$ cat config.mk
export PLATFORM = sky130hd
export DESIGN_NAME = mem_arbiter
export DESIGN_NICKNAME = d
export VERILOG_FILES = /design/src/rtl/mem_arbiter_pkg.sv /design/src/rtl/mem_arbiter_arb_pick.sv /design/src/rtl/mem_arbiter.sv
export SDC_FILE = /design/constraint.sdc
export NUM_CORES = 1
export LEC_CHECK = 0
export BUFFER_PORTS_ARGS = -buffer_cell sky130_fd_sc_hd__clkbuf_2
export CORE_MARGIN = 1.5
export CORE_UTILIZATION = 46
export DETAILED_ROUTE_END_ITERATION = 7
export GPL_TIMING_DRIVEN = 0
export MAX_ROUTING_LAYER = met4
export PLACE_DENSITY = 0.86
export REMOVE_ABC_BUFFERS = 1
export SYNTH_ARGS = -nofsm -noshare
export SYNTH_HDL_FRONTEND = slang
export SYNTH_HIERARCHICAL = 1
export SYNTH_SLANG_ARGS = --single-unit
$ cat constraint.sdc
create_clock -name clk -period 2.9 [get_ports clk]
set_clock_uncertainty 0.05 [all_clocks]
set_input_delay 0.29 -clock clk [delete_from_list [all_inputs] [get_ports clk]]
set_output_delay 0.29 -clock clk [all_outputs]
set_load 0.005 [all_outputs]
$ cat src/rtl/mem_arbiter_pkg.sv
// Shared definitions for the memory/MMIO bus arbiter.
//   - requester indices (data, fetch, DMA)
//   - FSM state encoding
//   - latched bus payload struct
//   - one-hot to index helper
package mem_arbiter_pkg;

  localparam int NUM_REQ   = 3;
  localparam int REQ_DATA  = 0;
  localparam int REQ_FETCH = 1;
  localparam int REQ_DMA   = 2;

  typedef enum logic [1:0] {
    ARB_IDLE   = 2'd0,
    ARB_ACCESS = 2'd1,
    ARB_STALL  = 2'd2,
    ARB_DONE   = 2'd3
  } arb_state_e;

  typedef struct packed {
    logic [15:0] addr;     // byte address
    logic        we;
    logic        is_byte;
    logic [15:0] wdata;
  } bus_req_t;

  function automatic logic [1:0] onehot_idx(input logic [NUM_REQ-1:0] oh);
    logic [1:0] idx;
    idx = 2'd0;
    for (int i = 0; i < NUM_REQ; i++)
      if (oh[i]) idx = 2'(i);
    return idx;
  endfunction

endpackage

$ cat src/rtl/mem_arbiter_arb_pick.sv
// Combinational requester picker.
//   req_valid  in  N  request valid per requester
//   starve_hit in  1  highest-index requester has lost enough rounds
//   winner     out N  one-hot winner (all zero when nothing is valid)
// Lowest valid index wins, except the top index jumps the queue on starve_hit.
module arb_pick
  import mem_arbiter_pkg::*;
#(
  parameter int N = NUM_REQ
) (
  input  logic [N-1:0] req_valid,
  input  logic         starve_hit,
  output logic [N-1:0] winner
);

  always_comb begin
    winner = '0;
    if (req_valid[N-1] && starve_hit) begin
      winner[N-1] = 1'b1;
    end else begin
      // scan high to low so the lowest valid index is the last write
      for (int i = N - 1; i >= 0; i--)
        if (req_valid[i]) winner = N'(1) << i;
    end
  end

endmodule

$ cat src/rtl/mem_arbiter.sv
// Three-requester arbiter in front of the shared mem and mmio blocks.
// Ports:
//   clk, rst                      clock, synchronous active-high reset
//   req_valid/addr/we/byte/wdata  per-requester request (16-bit slices)
//   req_gnt                       one-hot, payload taken at this edge
//   req_done, req_err, rdata      one-cycle completion, timeout flag, read data
//   bus_*                         latched payload presented to both targets
//   mem_en/mem_rdata/mem_wait     mem target strobe and response
//   mmio_en/mmio_rdata/mmio_wait  mmio target strobe and response
module mem_arbiter
  import mem_arbiter_pkg::*;
#(
  parameter logic [15:0] MMIO_BASE    = 16'hFF00,
  parameter int          STARVE_LIMIT = 4,
  parameter int          WAIT_TIMEOUT = 255
) (
  input  logic        clk,
  input  logic        rst,
  input  logic [2:0]  req_valid,
  input  logic [47:0] req_addr,
  input  logic [2:0]  req_we,
  input  logic [2:0]  req_byte,
  input  logic [47:0] req_wdata,
  output logic [2:0]  req_gnt,
  output logic [2:0]  req_done,
  output logic        req_err,
  output logic [15:0] rdata,
  output logic [15:0] bus_addr,
  output logic        bus_byte_select,
  output logic        bus_byte_enable,
  output logic        bus_we,
  output logic [15:0] bus_wdata,
  output logic        mem_en,
  input  logic [15:0] mem_rdata,
  input  logic        mem_wait,
  output logic        mmio_en,
  input  logic [15:0] mmio_rdata,
  input  logic        mmio_wait
);

  localparam int SCW = $clog2(STARVE_LIMIT + 1);
  localparam int WCW = $clog2(WAIT_TIMEOUT + 1);

  arb_state_e     state_q, state_d;
  bus_req_t       breq_q, breq_d;
  logic           tgt_q, tgt_d;         // 1: mmio, 0: mem
  logic [1:0]     owner_q, owner_d;
  logic           err_q, err_d;
  logic [15:0]    rdata_q, rdata_d;
  logic [SCW-1:0] starve_cnt_q, starve_cnt_d;
  logic [WCW-1:0] wait_cnt_q, wait_cnt_d;

  logic [2:0]  winner, gnt;
  logic        arb_phase, starve_hit, sel_wait, busy;
  logic [1:0]  win_idx;
  logic [15:0] sel_rdata, cap_rdata, win_addr;

  assign starve_hit = (starve_cnt_q == SCW'(STARVE_LIMIT));

  arb_pick #(.N(NUM_REQ)) u_pick (
    .req_valid  (req_valid),
    .starve_hit (starve_hit),
    .winner     (winner)
  );

  always_comb begin
    arb_phase = (state_q == ARB_IDLE) || (state_q == ARB_DONE);
    // no grant while reset is held, so nothing is handed out that reset drops
    gnt       = (arb_phase && !rst) ? winner : 3'b000;
    win_idx   = onehot_idx(winner);
    win_addr  = req_addr[16*win_idx +: 16];
    sel_wait  = tgt_q ? mmio_wait  : mem_wait;
    sel_rdata = tgt_q ? mmio_rdata : mem_rdata;
    cap_rdata = breq_q.we ? 16'h0000 : sel_rdata;

    state_d      = state_q;
    breq_d       = breq_q;
    tgt_d        = tgt_q;
    owner_d      = owner_q;
    err_d        = err_q;
    rdata_d      = rdata_q;
    starve_cnt_d = starve_cnt_q;
    wait_cnt_d   = wait_cnt_q;

    case (state_q)
      ARB_IDLE, ARB_DONE: begin
        if (|gnt) begin
          state_d        = ARB_ACCESS;
          owner_d        = win_idx;
          breq_d.addr    = win_addr;
          breq_d.we      = req_we[win_idx];
          breq_d.is_byte = req_byte[win_idx];
          breq_d.wdata   = req_wdata[16*win_idx +: 16];
          tgt_d          = (win_addr >= MMIO_BASE);
          err_d          = 1'b0;
          wait_cnt_d     = '0;
        end else begin
          state_d = ARB_IDLE;
        end
      end
      ARB_ACCESS: begin
        if (sel_wait) begin
          state_d    = ARB_STALL;
          wait_cnt_d = WCW'(1);
        end else begin
          state_d = ARB_DONE;
          rdata_d = cap_rdata;
          err_d   = 1'b0;
        end
      end
      ARB_STALL: begin
        if (!sel_wait) begin
          state_d = ARB_DONE;
          rdata_d = cap_rdata;
          err_d   = 1'b0;
        end else if (wait_cnt_q == WCW'(WAIT_TIMEOUT)) begin
          state_d = ARB_DONE;
          rdata_d = 16'h0000;
          err_d   = 1'b1;
        end else begin
          wait_cnt_d = wait_cnt_q + 1'b1;
        end
      end
      default: state_d = ARB_IDLE;
    endcase

    // DMA loss counter: only counts rounds DMA actually contended for
    if (!req_valid[REQ_DMA])
      starve_cnt_d = '0;
    else if (|gnt) begin
      if (gnt[REQ_DMA])    starve_cnt_d = '0;
      else if (!starve_hit) starve_cnt_d = starve_cnt_q + 1'b1;
    end
  end

  always_ff @(posedge clk) begin
    if (rst) begin
      state_q      <= ARB_IDLE;
      breq_q       <= '0;
      tgt_q        <= 1'b0;
      owner_q      <= 2'd0;
      err_q        <= 1'b0;
      rdata_q      <= 16'h0000;
      starve_cnt_q <= '0;
      wait_cnt_q   <= '0;
    end else begin
      state_q      <= state_d;
      breq_q       <= breq_d;
      tgt_q        <= tgt_d;
      owner_q      <= owner_d;
      err_q        <= err_d;
      rdata_q      <= rdata_d;
      starve_cnt_q <= starve_cnt_d;
      wait_cnt_q   <= wait_cnt_d;
    end
  end

  assign busy            = (state_q == ARB_ACCESS) || (state_q == ARB_STALL);
  assign req_gnt         = gnt;
  assign req_done        = (state_q == ARB_DONE) ? (3'b001 << owner_q) : 3'b000;
  assign req_err         = (state_q == ARB_DONE) && err_q;
  assign rdata           = rdata_q;
  assign bus_addr        = {1'b0, breq_q.addr[15:1]};
  assign bus_byte_select = breq_q.addr[0];
  assign bus_byte_enable = breq_q.is_byte;
  assign bus_we          = breq_q.we;
  assign bus_wdata       = breq_q.wdata;
  assign mem_en          = busy && !tgt_q;
  assign mmio_en         = busy && tgt_q;

endmodule

# After elaboration in Yosys (flattened, before gate mapping)

Index checks and enable logic that the tools add are counted.

Register bits after elaboration: 67
Input bits: 141
Output and inout port bits: 60
Word-level logic and storage cells: 87

Add/sub/neg operators: 2
$lt $le $gt $ge: 2
Equal/unequal tests: 12
Shift operators: 3
Mux-type cells: 37
Bitwise operators: 1
Reductions and logical operators: 19

Operator list:

| cell                   | number |
|---|---|
| $shiftx A48 B7 Y16     | 2 |
| $mux W16               | 5 |
| $mux W8                | 4 |
| $pmux W16 S2           | 1 |
| $pmux W8 S3            | 1 |
| $mux W3                | 7 |
| $ge A16 B16 Y1 const B | 1 |
| $ne A2 B2 Y1 const B   | 6 |
| $mux W1                | 11 |
| $add A8 B1 Y8 const B  | 1 |
| $eq A8 B8 Y1 const B   | 1 |
| $mux W2                | 4 |
| $pmux W2 S3            | 1 |
| $reduce_and A3 Y1      | 2 |
| $logic_and A1 B1 Y1    | 5 |
| $bmux W1 S2            | 2 |
| $eq A2 B2 Y1 const B   | 2 |
| $reduce_and A2 Y1      | 2 |
| $reduce_and A4 Y1      | 1 |
| $reduce_or A2 Y1       | 2 |
| $add A3 B1 Y3 const B  | 1 |
| $eq A3 B3 Y1 const B   | 1 |
| $lt A2 B3 Y1 const B   | 1 |
| $ne A3 B3 Y1 const B   | 1 |
| 9 further kinds        | 11 |

# Depth between registers and ports, before layout

Gate-level depths: netlist of run 1.

Depth in word-level cells: 8
Mapped depth: 12
Depth with buffers taken out: 9

# Hierarchy

Netlist of run 1, hierarchy kept.

By module, submodules not included:

| module      | times used | cells an instance | area an instance (um^2) | sequential area each (um^2) |
|---|---|---|---|---|
| mem_arbiter | 1          | 471               | 3,908.7                 | 1,341.3 |
| arb_pick    | 1          | 5                 | 38.8                    | 0.0 |

# Worst setup path after synthesis of run 1

OpenSTA, ideal clock, no wires.

Kind: register to register
Start: register starve_cnt_q[0]
End: register breq_q (netlist bit bus_wdata[0])
Library setup time: 0.128 ns
Arrival time: 2.079 ns
Data required time: 2.722 ns
Setup slack: 0.643 ns
Stages on the path, launching flop included: 13
Buffers on the path: 3
Period minus slack after synthesis: 2.257 ns
Path through: dfxtp_1 -> inv_1 -> ha_1 -> nand2_1 -> inv_1 -> o21a_1 -> buf_6 -> or3_4 -> and2_4 -> buf_6 -> buf_12 -> mux2i_1 -> nor2_1

Elaborated cells on any way between the ends: 10
Classes of those cells: 1 x eq/ne; 1 x shift; 5 x mux; 3 x reduce/logical

RTL lines:

| what                     | line                       | source |
|---|---|---|
| start: declaration       | mem_arbiter.sv:50          | `logic [SCW-1:0] starve_cnt_q, starve_cnt_d;` |
| start signal: assignment | mem_arbiter.sv:153         | `starve_cnt_q <= starve_cnt_d;` |
| $eq A3 B3 Y1             | mem_arbiter.sv:58          | `assign starve_hit = (starve_cnt_q == SCW'(STARVE_LIMIT));` |
| net starve_hit           | mem_arbiter.sv:54          | `logic arb_phase, starve_hit, sel_wait, busy;` |
| $logic_and A1 B1 Y1      | mem_arbiter_arb_pick.sv:18 | `if (req_valid[N-1] && starve_hit) begin` |
| $mux W1                  | mem_arbiter_arb_pick.sv:18 |  |
| $mux W2                  | mem_arbiter_pkg.sv:31      | `if (oh[i]) idx = 2'(i);` |
| net win_idx[1]           | mem_arbiter.sv:55          | `logic [1:0] win_idx;` |
| $shiftx A48 B7 Y16       | mem_arbiter.sv:93          | `breq_d.wdata = req_wdata[16*win_idx +: 16];` |
| end signal: assignment   | mem_arbiter.sv:148         | `breq_q <= breq_d;` |
| end: declaration         | mem_arbiter.sv:45          | `bus_req_t breq_q, breq_d;` |

The timed path passes the listed nets, and every way through them passes these cells.
A chain may end at the register's enable or synchronous reset.

# Worst setup path in the final report of run 1

Start: register starve_cnt_q[0]
End: register breq_q (netlist bit bus_addr[8])

Longest elaborated chain between the ends: 6
Elaborated cells on any way between the ends: 10
Classes of those cells: 1 x eq/ne; 1 x shift; 5 x mux; 3 x reduce/logical

RTL lines:

| what                                                           | line                                     | source |
|---|---|---|
| $eq A3 B3 Y1 *                                                 | mem_arbiter.sv:58                        |  |
| net starve_hit                                                 | mem_arbiter.sv:54                        |  |
| $logic_and A1 B1 Y1 *                                          | mem_arbiter_arb_pick.sv:18               |  |
| $mux W2 *                                                      | mem_arbiter_arb_pick.sv:18               |  |
| net winner[1]                                                  | mem_arbiter.sv:53                        | `logic [2:0] winner, gnt;` |
| $mux W1 / $mux W3 (equally long branches)                      | mem_arbiter_pkg.sv:31, mem_arbiter.sv:69 |  |
| $mux W2 / $reduce_or A3 Y1 (equally long branches)             | mem_arbiter_pkg.sv:31, mem_arbiter.sv:87 |  |
| $shiftx A48 B7 Y16 / $reduce_and A2 Y1 (equally long branches) | --                                       |  |

Mark *: on every way through the listed nets, which the timed path passes. The rest lies on a longest branch.

==> impl_metrics.env, run 1 <==
export IMPL_die_area_um2=9150
export IMPL_holdWs_ns=0.232
export IMPL_crit_type="register to register"
export IMPL_clock_path_buffers=2
export IMPL_gr_usage_all_layers=0.245
export IMPL_p_per_area_nw_per_um2=593
export IMPL_fin_total_pwr_mw=3.05
export IMPL_avgSynthCellArea_um2=8.29
export IMPL_setup_violations=0
export IMPL_grt_pass1_wl_um=17300
export IMPL_drt_pass1_iter_count=4
export IMPL_cts_clk_slew_worst_paths_ns=0.08
export IMPL_ir_drop_mv=0.306
export IMPL_vias=4148
export IMPL_worst_pin_slew_ns=0.955
export IMPL_rows=33
export IMPL_core_area_um2=8260
export IMPL_die_w_um=95.6
export IMPL_finalHoldViolCount=0
export IMPL_met2_usage=0.442
export IMPL_antenna_found_initial=0
export IMPL_synth_cell_type_count=53
export IMPL_wire_per_inst_um=13.8
export IMPL_cts_buffers=9
export IMPL_drive_above_1_share=0.373
export IMPL_cts_setup_buffers=0
export IMPL_clock_sink_count=67
export IMPL_dp_hpwl_um=7900
export IMPL_synth_edf_count=0
export IMPL_wirelength_um=10600
export IMPL_gr_total_overflow=0
export IMPL_grt_pass1_vias=4141
export IMPL_synthArstFlopShare=0
export IMPL_met1_usage=0.260
export IMPL_drt_iter0_markers=178
export IMPL_met3_usage=0.0391
export IMPL_fin_nets=802
export IMPL_htree_levels=3
export IMPL_grt_busiest_layer="met2"
export IMPL_cts_hold_buf=0
export IMPL_worstSetupStartpoint="starve_cnt_q[0]"
export IMPL_holdPathEnd="bus_wdata[2]"
export IMPL_run_status="completed"
export IMPL_diodes=0
export IMPL_hold_path_startpoint="req_wdata[34]"
export IMPL_finalSetupTns_ns=0
export IMPL_slew_violations=0
export IMPL_synth_area_leaders="dfxtp_1 (34%), mux2i_1 (16%), o21ai_0 (6.8%)"
export IMPL_drc=0
export IMPL_period_share=0.923
export IMPL_start_util=0.478
export IMPL_cp_data_arrival_time_ns=2.90
export IMPL_yosys_area_top_type="dfxtp_1"
export IMPL_cts_root_buffer="clkbuf_8"
export IMPL_slew_headroom=0.362
export IMPL_ys_seq_elements=67
export IMPL_hp_class="input port to register"
export IMPL_r2r_end="bus_addr[8]"
export IMPL_viasPerCell=5.42
export IMPL_reg2reg_depth=10
export IMPL_synth_flop_cell="dfxtp_1"
export IMPL_worstSetupStartpointType="register"
export IMPL_grt_max_degree=76
export IMPL_io_buffer_count=199
export IMPL_synth_top_cell_area_share=0.340
export IMPL_die_h_um=95.6
export IMPL_cts_tree="done"
export IMPL_r2r_start="starve_cnt_q[0]"
export IMPL_fmax_ghz=0.374
export IMPL_syn2layout_area_growth_pct=30.1
export IMPL_drtAntennaViolNets=0
export IMPL_cts_resized=0
export IMPL_p_leak_nw=2.29
export IMPL_yosysSeqAreaShare=0.340
export IMPL_synthCells=476
export IMPL_ioPinCount=201
export IMPL_clock_latency_ns=0.34
export IMPL_gp_congestion=0.950
export IMPL_r2r_slack_ns=0.22
export IMPL_yosysWarnings=6
export IMPL_syn_area_um2=3950
export IMPL_min_path_cells=5
export IMPL_end_kind="register"
export IMPL_cp_max_fo=14
export IMPL_cp_required_ns=3.12
export IMPL_drv_cap=0
export IMPL_period_needed_ns=2.68
-- kinds of logic (layout without fill, tap and decap cells) --
| logic type | after synthesis | count (layout) | synth area share |
|---|---|---|---|
| adders and majority gates | 6 | 6 | 0.0190 |
| other | 1 | 1 | 0.000950 |
| muxes | 79 | 79 | 0.207 |
| DFF | 67 | 67 | 0.340 |
| buffers and inverters | 46 | 230 | 0.0643 |
| and+or+nand+nor | 160 | 160 | 0.196 |
| AOI/OAI and AO/OA | 117 | 117 | 0.174 |
-- flip-flops by register name, indices dropped and copies added (netlist names) --
| register | flops |
|---|---|
| bus_wdata | 16 |
| rdata | 16 |
| bus_addr | 15 |
| wait_cnt_q | 8 |
| starve_cnt_q | 3 |
| owner_q | 2 |
| state_q | 2 |
| bus_byte_enable | 1 |
| bus_byte_select | 1 |
| bus_we | 1 |
| err_q | 1 |
| tgt_q | 1 |
-- cells in the final DEF (no fill, tap or decap), types with 9 or more instances in the layout --
cell type	synthesis	layout
clkbuf_2	1	198
dfxtp_1	67	67
o21ai_0	54	54
mux2_2	16	16
nand4_1	21	21
mux2i_1	62	62
a21oi_1	33	33
clkbuf_8	0	9
nand2_1	61	61
nor2_1	38	38
inv_1	9	9
-- worst max-delay path, stage by stage (launching register included) --
cell      delay (ns)
dfxtp_1         0.35
inv_1           0.07
ha_1            0.21
nand2_1         0.13
inv_1           0.12
a211oi_4        0.31
buf_4           0.17
or3_4           0.12
nand2_1         0.34
or4_1           0.62
a21oi_1         0.12
-- per-layer routing --
metal	share of wire	vias up
met3	0.054	27
met4	0.023	0
met2	0.51	162
met5	0	-
met1	0.41	1904
li1	-	2055
-- cell usage after synthesis (3+ instances only) --
master / number
o211ai_1: 3
nor2b_1: 6
mux2i_1: 62
nand2b_1: 6
a21oi_1: 33
and2_1: 3
buf_6: 4
a211oi_1: 5
o21a_1: 3
clkbuf_1: 20
o21ai_0: 54
buf_2: 8
nand4_1: 21
dfxtp_1: 67
nor2_1: 38
nand2_1: 61
inv_1: 9
mux2_2: 16
ha_1: 6
nor3_1: 3
a21o_1: 3
nand3_1: 4
-- report_power, final --
group / switching, mW / internal (mW) / total, mW
Combinational: 0.640 / 0.470 / 1.11
Sequential: 0.0876 / 1.08 / 1.16
Clock: 0.375 / 0.397 / 0.772
-- how the worst max path moves through the flow --
| stage | end | depth (start not counted) | slack [ns] |
|---|---|---|---|
| 4_1_cts | bus_addr[8] | 9 | 0.08 |
| 5_1_grt | bus_addr[8] | 10 | -0.02 |
| 6_report | bus_addr[8] | 10 | 0.22 |
| 3_5_place_dp | bus_addr[8] | 5 | 0.05 |
| 3_3_place_gp | bus_addr[8] | 9 | -2.15 |
| 2_1_floorplan | starve_cnt_q[2] | 9 | -1.40 |
-- final cells by class --
| cell class | count | area [um^2] |
|---|---|---|
| clock inverters | 6 | 66.3 |
| inverters | 9 | 33.8 |
| multi-input cells | 363 | 2360 |
| well taps | 105 | 131 |
| repair buffers | 205 | 1070 |
| clock buffers | 10 | 128 |
| flip-flops and latches | 67 | 1340 |
| fillers | 726 | 3120 |
-- through the flow --
step	instance area, um^2	setup slack [ns]	utilization	std cells
floorplan	3730	-1.40	-	439
global placement	4850	-2.15	0.588	743
detailed placement	4910	0.0471	0.595	746
CTS	5110	0.0812	0.618	762
global route	5130	-0.0168	0.622	765
finish	5130	0.224	0.622	765
(Power assumes the default switching activity.)
==> run 2, diff against run 1 <==
Settings changed: BUFFER_PORTS_ARGS -buffer_cell sky130_fd_sc_hd__clkbuf_2 to -buffer_cell sky130_fd_sc_hd__buf_4, SLEW_MARGIN from default to 5.
==> run 2 against run 1 <==
Global-route usage up 1.5 points. Register-to-register slack better by 0.04 ns. Non-clock buffer count up 1. Cell area up 11%. First-iteration DRC count up 40%. Critical path type unchanged. Largest cell class unchanged.
==> impl_metrics.env, run 2 (synthesized netlist as in run 1, its figures left out) <==
export IMPL_die_w_um=95.6
export IMPL_cp_required_ns=3.08
export IMPL_final_common_cell="buf_4"
export IMPL_cp_max_fo=15
export IMPL_n_fill_cell=673
export IMPL_crit_type="register to register"
export IMPL_die_area_um2=9150
export IMPL_fmax_ghz=0.379
export IMPL_finalHoldViolCount=0
export IMPL_slew_headroom=0.343
export IMPL_gp_congestion=0.892
export IMPL_diodes=0
export IMPL_design_area_um2=5700
export IMPL_drc=0
export IMPL_period_share=0.909
export IMPL_rsz0062_at_grt="false"
export IMPL_gr_usage_all_layers=0.261
export IMPL_gr_total_overflow=0
export IMPL_core_area_um2=8260
export IMPL_cts_clk_slew_worst_paths_ns=0.08
export IMPL_htree_levels=3
export IMPL_wirelength_um=11600
export IMPL_p_per_area_nw_per_um2=590
export IMPL_ioPinCount=201
export IMPL_cts_tree="done"
export IMPL_wire_per_inst_um=15.2
export IMPL_finalSetupTns_ns=0
export IMPL_p_leak_nw=2.47
export IMPL_drt_pass1_iter_count=5
export IMPL_placed_cells=747
export IMPL_cts_buffers=9
export IMPL_vias=4220
export IMPL_fin_ws_ns=0.264
export IMPL_grt_pass1_wl_um=18100
export IMPL_fin_util=0.691
export IMPL_ir_drop_mv=0.301
export IMPL_worstSetupStartpointType="register"
export IMPL_end_kind="register"
export IMPL_cp_data_arrival_time_ns=2.82
export IMPL_clock_path_buffers=2
export IMPL_antenna_found_initial=0
export IMPL_holdWs_ns=0.250
export IMPL_dp_hpwl_um=8730
export IMPL_clock_latency_ns=0.33
export IMPL_die_h_um=95.6
export IMPL_run_status="completed"
export IMPL_grt_max_degree=76
export IMPL_final_cell_mix="buf_4 (203), dfxtp_1 (67), mux2i_1 (62)"
export IMPL_drive_above_1_share=0.377
export IMPL_io_buffer_count=199
export IMPL_cts_hold_buf=0
export IMPL_place_ws_ns=-0.162
export IMPL_viasPerCell=5.51
export IMPL_clock_sink_count=67
export IMPL_stdcell_count=766
export IMPL_grt_pass1_vias=4100
export IMPL_r2r_slack_ns=0.26
export IMPL_drt_iter0_markers=249
export IMPL_worst_pin_slew_ns=0.984
export IMPL_fin_total_pwr_mw=3.37
export IMPL_syn2layout_area_growth_pct=44.5
export IMPL_fin_nets=803
export IMPL_drv_cap=0
export IMPL_hp_class="input port to register"
export IMPL_drtAntennaViolNets=0
export IMPL_place_area_um2=5430
export IMPL_period_needed_ns=2.64
export IMPL_rows=33
export IMPL_start_util=0.478
export IMPL_slew_violations=0
export IMPL_cts_root_buffer="clkbuf_8"
export IMPL_setup_violations=0
## run 2: changes by cell type in the layout (fill, tap and decap cells not counted), moves of 2 or more
cell,before,now
buf_4,3,203
clkbuf_2,198,0
clkinvlp_4,3,1
bufinv_16,1,3
## run 2: path summary, 6_finish.rpt
path | to | startpoint | cells after the start
setup / recovery | tgt_q | starve_cnt_q[0] | 12
hold / removal | bus_wdata[14] | req_wdata[46] | 5
setup reg to reg | tgt_q | starve_cnt_q[0] | 12
hold reg to reg | bus_addr[14] | bus_addr[14] | 2
## run 2: routing by layer
layer | global-route usage | wire, um | vias up
li1 | - | - | 2062
met1 | 0.297 | 4690 | 1942
met2 | 0.454 | 5920 | 184
met3 | 0.0415 | 726 | 32
met4 | 0.105 | 282 | 0
met5 | - | 0 | -
## run 2: where the power goes
group / internal [mW] / switching, mW / leakage [nW]
logic: 0.601 / 0.655 / 1.81
registers: 1.08 / 0.0903 / 0.546
clock network: 0.570 / 0.376 / 0.119
## run 2: timing repair
item,4_1_cts,5_1_grt
gates resized for setup,0,3
buffers inserted,3,0
endpoints found under the setup margin,28,6
hold endpoints to repair,0,0
pin swaps,1,0
gates cloned,0,0
## run 2: area by class of cell
| cell class | count | area (um^2) | share of cell area |
|---|---|---|---|
| Clock inverter | 7 | 116 | 0.0204 |
| Multi-Input combinational cell | 363 | 2370 | 0.416 |
| Sequential cell | 67 | 1340 | 0.235 |
| Tap cell | 105 | 131 | 0.0230 |
| Timing Repair Buffer | 206 | 1590 | 0.278 |
| Inverter | 9 | 33.8 | 0.00592 |
| Clock buffer | 9 | 124 | 0.0217 |
## run 2: worst max-delay path, stage by stage, from the launching register on
cell and delay [ns]:
dfxtp_1 0.36, inv_1 0.07, ha_1 0.21, nand2_1 0.14, inv_1 0.13, a211oi_4 0.31
buf_4 0.18, buf_16 0.15, buf_8 0.19, mux2i_1 0.10, o21ai_0 0.23, nand2_1 0.09
o41ai_1 0.30
